[config.mk]
export PLATFORM = sky130hd
export DESIGN_NAME = fpcmult_arbiter
export DESIGN_NICKNAME = d
export VERILOG_FILES = /design/src/rtl/fpcmult_arbiter_pkg.sv /design/src/rtl/fpcmult_arbiter_rr_picker.sv /design/src/rtl/fpcmult_arbiter.sv
export SDC_FILE = /design/constraint.sdc
export NUM_CORES = 1
export LEC_CHECK = 0
export ABC_AREA = 1
export BUFFER_PORTS_ARGS = -buffer_cell sky130_fd_sc_hd__buf_2
export CORE_AREA = 2 2 303 305
export CTS_CLUSTER_SIZE = 30
export DETAILED_ROUTE_END_ITERATION = 10
export DIE_AREA = 0 0 305 307
export PLACE_DENSITY_LB_ADDON = 0.3
export SLEW_MARGIN = 40
export SYNTH_ARGS = -nofsm -noshare
export SYNTH_HDL_FRONTEND = slang
export SYNTH_SLANG_ARGS = --single-unit
[constraint.sdc]
create_clock -name clk -period 6.2 [get_ports clk]
set_clock_uncertainty 0.15 [all_clocks]
set_input_delay 0.93 -clock clk [delete_from_list [all_inputs] [get_ports clk]]
set_output_delay 0.93 -clock clk [all_outputs]
set_load 0.1 [all_outputs]
[src/rtl/fpcmult_arbiter_pkg.sv]
// fpcmult_arbiter_pkg: FSM state encoding and default widths shared by the arbiter files.
package fpcmult_arbiter_pkg;

    localparam int N_DEFAULT = 32;
    localparam int D_DEFAULT = 16;

    // IDLE grant+accept | ISSUE operands to multiplier | WAIT await product | RESP hold result
    typedef enum logic [1:0] {
        IDLE  = 2'd0,
        ISSUE = 2'd1,
        WAIT  = 2'd2,
        RESP  = 2'd3
    } state_t;

    function automatic int idx_width(input int nreq);
        return (nreq > 1) ? $clog2(nreq) : 1;
    endfunction

endpackage

[src/rtl/fpcmult_arbiter_rr_picker.sv]
// rr_picker: combinational round-robin pick of the first valid requester at or after i_ptr.
module rr_picker
    import fpcmult_arbiter_pkg::*;
#(
    parameter  int NREQ = 4,
    localparam int IW   = idx_width(NREQ)
)(
    input  logic [NREQ-1:0] i_val,
    input  logic [IW-1:0]   i_ptr,
    output logic [NREQ-1:0] o_grant,
    output logic [IW-1:0]   o_idx,
    output logic            o_any
);

    always_comb begin
        int s;
        s       = 0;
        o_grant = '0;
        o_idx   = '0;
        o_any   = 1'b0;
        for (int k = 0; k < NREQ; k++) begin
            s = int'(i_ptr) + k;
            if (s >= NREQ) begin
                s = s - NREQ;
            end
            if (!o_any && i_val[IW'(s)]) begin
                o_any              = 1'b1;
                o_idx              = IW'(s);
                o_grant[IW'(s)]    = 1'b1;
            end
        end
    end

endmodule

[src/rtl/fpcmult_arbiter.sv]
// fpcmult_arbiter: serialises NREQ requesters onto one shared complex multiplier, one in flight.
// Define FPCMULT_ARBITER_ZERO_BYPASS_EN to answer zero-operand requests without the multiplier.
module fpcmult_arbiter
    import fpcmult_arbiter_pkg::*;
#(
    parameter int n    = N_DEFAULT,
    parameter int d    = D_DEFAULT,
    parameter int NREQ = 4
)(
    input  logic              clk,
    input  logic              reset,
    input  logic [NREQ-1:0]   i_req_val,
    output logic [NREQ-1:0]   o_req_rdy,
    input  logic [NREQ*n-1:0] i_req_ar,
    input  logic [NREQ*n-1:0] i_req_ac,
    input  logic [NREQ*n-1:0] i_req_br,
    input  logic [NREQ*n-1:0] i_req_bc,
    output logic [NREQ-1:0]   o_resp_val,
    input  logic [NREQ-1:0]   i_resp_rdy,
    output logic [n-1:0]      o_resp_cr,
    output logic [n-1:0]      o_resp_cc,
    output logic              o_m_recv_val,
    input  logic              i_m_recv_rdy,
    output logic [n-1:0]      o_m_ar,
    output logic [n-1:0]      o_m_ac,
    output logic [n-1:0]      o_m_br,
    output logic [n-1:0]      o_m_bc,
    input  logic              i_m_send_val,
    output logic              o_m_send_rdy,
    input  logic [n-1:0]      i_m_cr,
    input  logic [n-1:0]      i_m_cc
);

    localparam int IW = idx_width(NREQ);

    if (NREQ < 2 || NREQ > 8 || d >= n) begin : g_param_check
        $error("fpcmult_arbiter: NREQ must be 2..8 and d below n");
    end

    state_t          r_state;
    logic [IW-1:0]   r_ptr;
    logic [IW-1:0]   r_gidx;
    logic [n-1:0]    r_ar, r_ac, r_br, r_bc;
    logic [n-1:0]    r_cr, r_cc;

    logic [NREQ-1:0] w_grant;
    logic [IW-1:0]   w_idx;
    logic [IW-1:0]   w_next_ptr;
    logic            w_any;
    logic            w_zero;
    logic [n-1:0]    w_ar, w_ac, w_br, w_bc;

    rr_picker #(.NREQ(NREQ)) u_picker (
        .i_val   (i_req_val),
        .i_ptr   (r_ptr),
        .o_grant (w_grant),
        .o_idx   (w_idx),
        .o_any   (w_any)
    );

    always_comb begin
        w_ar = '0;
        w_ac = '0;
        w_br = '0;
        w_bc = '0;
        for (int i = 0; i < NREQ; i++) begin
            if (w_idx == IW'(i)) begin
                w_ar = i_req_ar[i*n +: n];
                w_ac = i_req_ac[i*n +: n];
                w_br = i_req_br[i*n +: n];
                w_bc = i_req_bc[i*n +: n];
            end
        end
    end

`ifdef FPCMULT_ARBITER_ZERO_BYPASS_EN
    // A zero operand makes the product exactly zero, so the multiplier is skipped.
    assign w_zero = ((w_ar == '0) && (w_ac == '0)) || ((w_br == '0) && (w_bc == '0));
`else
    assign w_zero = 1'b0;
`endif

    assign w_next_ptr   = (r_gidx == IW'(NREQ-1)) ? '0 : r_gidx + 1'b1;

    assign o_req_rdy    = (r_state == IDLE) ? w_grant : '0;
    assign o_m_recv_val = (r_state == ISSUE);
    assign o_m_send_rdy = (r_state == WAIT);
    assign o_m_ar       = r_ar;
    assign o_m_ac       = r_ac;
    assign o_m_br       = r_br;
    assign o_m_bc       = r_bc;
    assign o_resp_cr    = r_cr;
    assign o_resp_cc    = r_cc;

    always_comb begin
        o_resp_val = '0;
        if (r_state == RESP) begin
            o_resp_val[r_gidx] = 1'b1;
        end
    end

    always_ff @(posedge clk) begin
        if (reset) begin
            r_state <= IDLE;
            r_ptr   <= '0;
            r_gidx  <= '0;
            r_ar    <= '0;
            r_ac    <= '0;
            r_br    <= '0;
            r_bc    <= '0;
            r_cr    <= '0;
            r_cc    <= '0;
        end else begin
            case (r_state)
                IDLE: begin
                    if (w_any) begin
                        r_gidx <= w_idx;
                        r_ar   <= w_ar;
                        r_ac   <= w_ac;
                        r_br   <= w_br;
                        r_bc   <= w_bc;
                        if (w_zero) begin
                            r_cr    <= '0;
                            r_cc    <= '0;
                            r_state <= RESP;
                        end else begin
                            r_state <= ISSUE;
                        end
                    end
                end
                ISSUE: begin
                    if (i_m_recv_rdy) begin
                        r_state <= WAIT;
                    end
                end
                WAIT: begin
                    if (i_m_send_val) begin
                        r_cr    <= i_m_cr;
                        r_cc    <= i_m_cc;
                        r_state <= RESP;
                    end
                end
                RESP: begin
                    if (i_resp_rdy[r_gidx]) begin
                        r_ptr   <= w_next_ptr;
                        r_state <= IDLE;
                    end
                end
                default: r_state <= IDLE;
            endcase
        end
    end

endmodule

==> summary.txt <==
Critical path
  • CP max stage delay: 0.68 ns
  • CP Launch Type: flop
  • Worst Path Buf+Inv: 5
  • Crit path max fanout: 100
  • Critical Path RT: 6.43 ns
  • CP max-delay cell: dfxtp_1
  • Setup CP Type: flop to flop
  • Worst path cell trace: inv_2 -> ha_1 -> inv_2 -> nand3_1 -> nand2_1 -> nand4_1 -> nand2_1 -> inv_2 -> nand2_4 -> inv_4 -> buf_12 -> nand3_1 -> nand3_1 -> nand2_1 -> nand2_1 -> a21oi_1
  • Setup crit end kind: flop
  • Delay-heaviest family, CP: buffers and inverters
  • Flop-to-flop setup slack: 1.51 ns
  • CP most frequent cell: nand2_1
  • CP arrival: 4.92 ns

Logic synthesis
  • Share of the synthesized area in the top cell type: 33.2%
  • Synth area leader: dfxtp_1
  • Mux cell area share after synthesis: 0%
  • Area contributors post-synth: dfxtp_1 (33%), nand2_1 (15%), nand3_1 (13%), o21ai_0 (7.6%), inv_1 (6.6%)
  • Post-synth top cells: nand2_1 (467), nand3_1 (310), inv_1 (210), dfxtp_1 (198), o21ai_0 (181)
  • Synth Area in Compound Gates: 18.6%
  • Total nets after synthesis: 2554
  • Netlist cell types: 36
  • Asr flop ratio synth: 0%
  • EDFF count, synth: 0
  • Netlist Area Pre-Place: 11900 um^2
  • Seq/Total Area, Yosys: 33.2%
  • Syn avg cell area: 6.12 um^2
  • Most used DFF post-synth: dfxtp_1
  • Synth Area in Simple Gates: 33.5%
  • Top-count cell post-synth: nand2_1
  • YS warnings: 0
  • Mapped Cells: 1950
  • Largest family of logic cells by synthesized area: simple AND/OR/NAND/NOR gates
  • Adder-cell share of the synthesized area: 1.68%
  • Synth Area in XOR/XNOR: 0%
  • Yosys reg bits: 198

Flow run
  • Max-Cap Viols: 0

Timing
  • Max-slew headroom: 50.4%
  • Final Max Slew Viols: 0
  • Slew @ Worst Pin: 0.744 ns
  • Tmin final: 4.69 ns
  • Sum Neg Setup Slack: 0 ns
  • # setup viols final: 0
  • Hold Violations, Final: 0
  • Fmax: 0.213 GHz
  • Final critical-path share of the clock period: 75.6%
  • RSZ-0062 raised after global routing: false

Floorplanning
  • Io pins: 790
  • Row Count: 111
  • Die Y: 307 um
  • Die footprint: 93600 um^2
  • Starting density of the core: 13.2%
  • Die width: 305 um
  • Core area: 90700 um^2

Placed design
  • Placed Instance Area: 16900 um^2
  • Detailed Place HPWL: 55600 um
  • IO Port Bufs: 789
  • GP Congestion: 0.843

Clock tree
  • Clk buf depth: 2
  • CTS tree: built
  • CTS Hold Bufs: 0
  • Clock root cell: clkbuf_16
  • Reg clk slew, reported paths: 0.09 ns
  • TritonCTS Sinks: 198
  • Post_cts resized: 0
  • Post CTS Setup Buffer Count: 0
  • H-tree level count: 4
  • Num CTS Buffers: 17
  • Clock Latency Late Sink: 0.51 ns

Drt
  • DRT Wirelength: 72100 um
  • DRC violations left: 0
  • WL/cell: 18.8 um
  • Initial DRC Count: 881
  • Final ANT Viol Nets: 0
  • Drt pass-1 iters: 5
  • Via count: 15600
  • Via density: 4.08

Cells and area
  • Post-route cell area: 17500 um^2
  • Fraction of layout cells with a size suffix above 1: 33.0%
  • Final net count: 3237
  • Layout area overhead: 46.9%

Power and ir drop
  • Max IR drop VDD: 0.339 mV
  • Leak: 9.04 nW
  • Power per cell area: 651 nW/um^2

GRT
  • Gr ovfl total: 0
  • Global-route wire length before repair: 102000 um
  • Via count of the first global-routing pass: 15200
  • Antenna violations before repair: 16
  • Pin count of the biggest net entering global routing: 101
  • Tot GR Track Use: 14.8%

Outcome
  • Outcome: finished clean

Min path
  • HP Class: flop to flop
final cells by class:
class	instances	area, um^2
Antenna cell	1	2.50
Clock buffer	17	425
Clock inverter	15	158
Fill cell	10700	73200
Inverter	219	828
Multi-Input combinational cell	1383	6460
Sequential cell	198	3960
Tap cell	1186	1480
Timing Repair Buffer	814	4210
power breakdown:
group / switching (mW) / internal (mW)
clock network: 0.659 / 0.537
logic: 6.61 / 1.59
registers: 0.262 / 1.75
stage by stage:
stage                     utilization [%]  power (mW)  setup WS (ns)  hold WS, ns  cells
after floorplan                         -        8.34           2.02        0.340   1950
after global placement               18.6        10.3           1.37        0.299   3796
after detailed placement             18.6        10.3           1.39        0.303   3797
after CTS                            19.3        11.6           1.34        0.315   3829
after global routing                 19.3        12.2           1.09        0.333   3832
final                                19.3        11.4           1.51        0.313   3833
cells by family after synthesis:
logic type | after synthesis
simple gates | 930
compound gates | 437
buf+inv | 369
flops | 198
fa+ha+maj | 16
cell usage in the layout, fill, tap and decap left out, types with 2 or more instances in the layout:
master | synthesis | routed
nand3_1 | 310 | 310
clkbuf_16 | 0 | 17
nand2_8 | 0 | 2
ha_1 | 16 | 16
nand2_1 | 467 | 465
nand4_1 | 2 | 2
nor2_8 | 2 | 2
o21ai_2 | 2 | 2
dfxtp_1 | 198 | 198
inv_4 | 0 | 2
inv_1 | 210 | 209
buf_2 | 81 | 788
inv_6 | 0 | 4
clkinv_8 | 0 | 3
o21ai_0 | 181 | 181
o21ai_1 | 106 | 106
inv_8 | 0 | 2
buf_12 | 0 | 5
nor2_1 | 136 | 136
buf_4 | 7 | 20
nand3_2 | 4 | 3
a21oi_1 | 138 | 138
clkinv_4 | 0 | 5
nand2_4 | 3 | 4
inv_2 | 9 | 7
path summary, 6_finish.rpt:
path / startpoint / to / cells after the start
setup / recovery: r_ptr[0] / o_m_ar[29] / 16
hold / removal: o_m_br[17] / o_m_br[17] / 2
setup reg to reg: r_ptr[0] / o_m_ar[29] / 16
hold reg to reg: o_m_br[17] / o_m_br[17] / 2
state kept, by name (all words and copies together) (netlist names), 32 cells and up:
name / cells
o_resp_cr: 32
o_resp_cc: 32
o_m_ar: 32
o_m_br: 32
o_m_ac: 32
o_m_bc: 32
tightest hold or removal path, delay by kind of cell, from the launching register on:
kind	cells	cell delay [ns]
DFF	1	0.31
and+or+nand+nor	1	0.06
AOI/OAI and AO/OA	1	0.05
routing by layer:
layer	track usage (%)	share of wire, %
met1	16.6	40
met2	26.4	50
met3	4.40	7.3
met4	5.63	2.8
met5	0	0.18
No activity file was read; power rests on OpenSTA's default activity.
